--- src/rtl/rw_sched_pkg.sv ---
// rtl/rw_sched_pkg.sv - shared states, defaults and helpers for the step scheduler
package rw_sched_pkg;

  localparam int DEFAULT_NREQ = 2;
  localparam int DEFAULT_W    = 1;

  typedef enum logic [1:0] {
    IDLE   = 2'd0,
    STEP   = 2'd1,
    RESP   = 2'd2,
    HALTED = 2'd3
  } schedState_t;

  // Width of a requester index; never narrower than one bit.
  function automatic int idWidth(input int n);
    return (n > 1) ? $clog2(n) : 1;
  endfunction

endpackage

--- src/rtl/rw_rr_arbiter.sv ---
// rtl/rw_rr_arbiter.sv - one-hot round-robin grant starting at a given pointer
module rw_rr_arbiter
  import rw_sched_pkg::*;
#(
  parameter int NREQ = DEFAULT_NREQ,
  parameter int PW   = idWidth(NREQ)
) (
  input  logic [NREQ-1:0] req,
  input  logic [PW-1:0]   ptr,
  output logic [NREQ-1:0] grant
);

  localparam logic [NREQ-1:0] ONE = NREQ'(1);

  logic [NREQ-1:0] rotReq;
  logic [NREQ-1:0] rotGrant;

  // Rotate so the pointer index sits at bit 0, isolate the lowest set bit,
  // then rotate back. Duplicating the vector turns the rotation into a shift.
  assign rotReq   = NREQ'({req, req} >> ptr);
  assign rotGrant = rotReq & (~rotReq + ONE);
  assign grant    = NREQ'(({rotGrant, rotGrant} << ptr) >> NREQ);

endmodule

--- src/rtl/rw_step_scheduler.sv ---
// rtl/rw_step_scheduler.sv - round-robin scheduler sharing one resumption core; optional RW_STEP_SCHED_STATS_EN counters
module rw_step_scheduler
  import rw_sched_pkg::*;
#(
  parameter  int NREQ = DEFAULT_NREQ,
  parameter  int W    = DEFAULT_W,
  localparam int IDW  = idWidth(NREQ)
) (
  input  logic              clk,
  input  logic              rst,
  input  logic [NREQ-1:0]   req_valid,
  input  logic [NREQ*W-1:0] req_data,
  output logic [NREQ-1:0]   req_ready,
  output logic              rsp_valid,
  input  logic              rsp_ready,
  output logic [W-1:0]      rsp_data,
  output logic [IDW-1:0]    rsp_id,
  output logic              rsp_last,
  output logic [W-1:0]      core_in,
  output logic              core_step,
  input  logic [W-1:0]      core_out,
  input  logic              core_continue,
  output logic              core_restart,
  input  logic              restart,
  output logic              halted
`ifdef RW_STEP_SCHED_STATS_EN
  ,
  output logic [15:0]       step_count,
  output logic [15:0]       halt_count
`endif
);

  schedState_t     state;
  logic [IDW-1:0]  rrPtr;
  logic [IDW-1:0]  curId;
  logic [IDW-1:0]  grantIdx;
  logic [IDW-1:0]  nextPtr;
  logic [NREQ-1:0] grant;
  logic [W-1:0]    grantData;
  logic            accept;

  rw_rr_arbiter #(
    .NREQ (NREQ),
    .PW   (IDW)
  ) uArb (
    .req   (req_valid),
    .ptr   (rrPtr),
    .grant (grant)
  );

  // The arbiter's choice is only offered while idle.
  assign req_ready = (state == IDLE) ? grant : '0;
  assign accept    = |(req_valid & req_ready);

  // Search restarts one past the requester just served.
  assign nextPtr = (grantIdx == IDW'(NREQ - 1)) ? '0 : grantIdx + IDW'(1);

  // Decode the one-hot grant into an index and pick that requester's word.
  always_comb begin
    grantIdx  = '0;
    grantData = '0;
    for (int i = 0; i < NREQ; i++) begin
      if (grant[i]) begin
        grantIdx  = IDW'(i);
        grantData = req_data[i*W +: W];
      end
    end
  end

  // Main sequencer: accept, step the core once, hold the result, maybe halt.
  always_ff @(posedge clk or negedge rst) begin
    if (!rst) begin
      state        <= IDLE;
      rrPtr        <= '0;
      curId        <= '0;
      core_in      <= '0;
      core_step    <= 1'b0;
      core_restart <= 1'b1;
      rsp_valid    <= 1'b0;
      rsp_data     <= '0;
      rsp_id       <= '0;
      rsp_last     <= 1'b0;
      halted       <= 1'b0;
    end else begin
      core_step    <= 1'b0;
      core_restart <= 1'b0;
      case (state)
        IDLE: begin
          if (accept) begin
            core_in   <= grantData;
            curId     <= grantIdx;
            rrPtr     <= nextPtr;
            core_step <= 1'b1;
            state     <= STEP;
          end
        end
        STEP: begin
          rsp_data  <= core_out;
          rsp_id    <= curId;
          rsp_last  <= !core_continue;
          rsp_valid <= 1'b1;
          state     <= RESP;
        end
        RESP: begin
          if (rsp_ready) begin
            rsp_valid <= 1'b0;
            if (rsp_last) begin
              halted <= 1'b1;
              state  <= HALTED;
            end else begin
              state <= IDLE;
            end
          end
        end
        HALTED: begin
          if (restart) begin
            halted       <= 1'b0;
            core_restart <= 1'b1;
            state        <= IDLE;
          end
        end
        default: state <= IDLE;
      endcase
    end
  end

`ifdef RW_STEP_SCHED_STATS_EN
  logic enterHalt;
  assign enterHalt = (state == RESP) && rsp_ready && rsp_last;

  // Activity counters: steps wrap, halt entries saturate.
  always_ff @(posedge clk or negedge rst) begin
    if (!rst) begin
      step_count <= '0;
      halt_count <= '0;
    end else begin
      if (core_step) step_count <= step_count + 16'd1;
      if (enterHalt && (halt_count != 16'hFFFF)) halt_count <= halt_count + 16'd1;
    end
  end
`endif

endmodule

--- config.mk ---
export PLATFORM = sky130hd
export DESIGN_NAME = rw_step_scheduler
export DESIGN_NICKNAME = d
export VERILOG_FILES = /design/src/rtl/rw_sched_pkg.sv /design/src/rtl/rw_rr_arbiter.sv /design/src/rtl/rw_step_scheduler.sv
export SDC_FILE = /design/constraint.sdc
export NUM_CORES = 1
export LEC_CHECK = 0
export ABC_AREA = 1
export ABC_CLOCK_PERIOD_IN_PS = 1400
export CAP_MARGIN = 20
export CORE_AREA = 2 2 39 41
export CTS_CLUSTER_SIZE = 16
export DETAILED_ROUTE_END_ITERATION = 12
export DIE_AREA = 0 0 41 43
export GPL_TIMING_DRIVEN = 1
export PLACE_DENSITY = 0.74
export SLEW_MARGIN = 20
export SYNTH_ARGS = -nofsm -noshare
export SYNTH_HDL_FRONTEND = slang
export SYNTH_SLANG_ARGS = --single-unit
--- constraint.sdc ---
create_clock -name clk -period 1.4 [get_ports clk]
set_input_delay 0.21 -clock clk [delete_from_list [all_inputs] [get_ports clk]]
set_output_delay 0.21 -clock clk [all_outputs]
set_load 0.1 [all_outputs]
==> qor.csv <==
metric;value;unit
status;finished, violations left;
violations;setup timing;
finalHoldViolCount;0;
antenna_found_initial;0;
hold_buffers;0;
yosysWarnings;0;
tightest_slew;0.2328;ns
synth_area_leader_cell;dfrtp_1;
ys_ff_latch;12;
final_nets;111;
gp_congestion;0.8135;
synth_seq_area_share;0.5605;
cts-buffers-inserted;3;
drt_iter0_markers;7;
clkTransAtPathRegs;0.08;ns
met3_usage;0.03665;
finalMaxSlewViolations;0;
startpoint_type;register;
pre_cts_slack;-0.06383;ns
cp.required;1.19;ns
ant_nets;0;
syn2layout_area_growth;83.02;%
layout_setup_ws;-0.04164;ns
grt_max_degree;13;
fin_hold_ws;0.2442;ns
h-tree-depth;1;
cp-end-kind;output pin;
cts-root-buf;clkbuf_4;
antennaDiodeCount;0;
die-area;1763;sq um
setup_viol;2;
wl_per_cell;10.28;um
synthTopCellsByArea;dfrtp_1 (51%), nand2_1 (13%), inv_1 (9.1%);
n_fill_cell;100;
crit_start;state[1];
fin_skew;0.007578;ns
critical_path.max_fanout;3;
drive_gt1_frac;0.3200;
cts.sinks;12;
synthCells;65;
coreArea;1384;sq um
relSlewSlack;0.8436;
syn_nets;75;
cap_violations;0;
period_share;1.030;
syn-cell-area;538.0;sq um
io_buffers;19;
avgSynthCellArea;8.277;sq um
clk_latency;0.27;ns
grt.total_usage;0.1744;
wl;1192;um
die_h;43;um
grt_pass1_vias;512;
cts_buffer_depth;2;
criticalPathCategory;reg2out;
synth_top_area_share;0.5116;
r2r-start;state[1];
regArea;301.5;sq um
viasPerCell;4.526;
final_cell_mix;nand2_1 (19), buf_4 (12), inv_1 (11), dfrtp_1 (11), buf_12 (10);
place_hpwl;904;um
arrival;1.23;ns
holdCritPathClass;in2async;
num_rows;14;
gr-total-overflow;0;
yosysUniqueCellTypes;12;
chipWidth;41;um
grt_pass1_wl;2056;um
max_freq;0.6937;GHz
initial_core_util;0.3888;
period_minus_slack;1.442;ns
drc;0;
io_pins;20;
cts_tree;yes;
vias;525;
grtUsageMet2;0.2625;
rsz0062_at_grt;yes;
grt-busiest-layer;met2;
dr.pass1.iters;4;
use_met1;0.2207;
multi_input_area;192.7;sq um
final_common_cell;nand2_1;
[metrics by stage]
step                      instance area, sq um  TNS [ns]  instances  utilization
after global routing                     984.7   -0.1674        116       0.7116
final                                    984.7  -0.07248        116       0.7116
after CTS                                954.7  -0.06447        112       0.6899
after global placement                   900.9  -0.08538        106       0.6510
after detailed placement                 900.9   -0.1239        106       0.6510
after floorplan                          545.5         0         65            -
[registers in the layout (all words and copies together), names as in the netlist]
signal        flops
state             2
rsp_valid         1
rsp_last          1
core_restart      1
curId             1
rrPtr             1
core_in           1
core_step         1
rsp_id            1
rsp_data          1
halted            1
[final cells by class]
| cell class | instances | share of cell area |
|---|---|---|
| Tap cell | 16 | 0.02033 |
| Sequential cell | 12 | 0.3062 |
| Clock buffer | 4 | 0.03685 |
| Multi-Input combinational cell | 40 | 0.1957 |
| Inverter | 13 | 0.05718 |
| Timing Repair Buffer | 31 | 0.3837 |
[Yosys cell counts]
cell type,count
inv_1,13
nor3_1,1
nand4_1,1
dfrtp_1,11
nand2_1,19
nand3_2,2
nor2_1,1
nand3_1,9
o21ai_1,2
nor2_2,1
dfstp_2,1
o21ai_0,4
[final timing paths]
kind                            cells after the start  slack (ns)      endpoint
worst max-delay path                                4       -0.04  req_ready[1]
worst min-delay path                                2        0.24     rsp_valid
worst max register to register                      8        0.10       core_in
worst min register to register                      2        0.52         curId
max in group asynchronous                           2        0.93  core_restart
min in group clk                                    3        0.47  core_restart
[per-layer routing]
| metal | up-vias | wire, um | share of wire |
|---|---|---|---|
| li1 | 274 | - | - |
| met1 | 233 | 524 | 0.44 |
| met2 | 16 | 576 | 0.48 |
| met3 | 2 | 71 | 0.060 |
| met4 | 0 | 19 | 0.016 |
| met5 | - | 0 | 0 |
[cell families (layout without fill, tap and decap cells)]
logic type | count (synthesis) | in the layout | share of synthesized area
and+or+nand+nor | 34 | 34 | 0.2930
buffers and inverters | 13 | 48 | 0.09070
DFF | 12 | 12 | 0.5605
AOI/OAI and AO/OA | 6 | 6 | 0.05582
[critical path, stage by stage, from the launching register on]
cell        delay [ns]
dfrtp_1           0.41
nor2_4            0.15
nand3_2           0.12
clkinvlp_4        0.11
buf_12            0.17
[repair_timing]
| action | CTS | global route |
|---|---|---|
| pin swaps | 2 | 2 |
| gates resized for setup | 3 | 0 |
| buffers inserted | 2 | 4 |
| cloned | 0 | 0 |
| endpoints found under the setup margin | 2 | 2 |
Power is left out: the tool's default activity adds up to more than one toggle a clock period on the data nets, which glitch-free logic cannot reach.
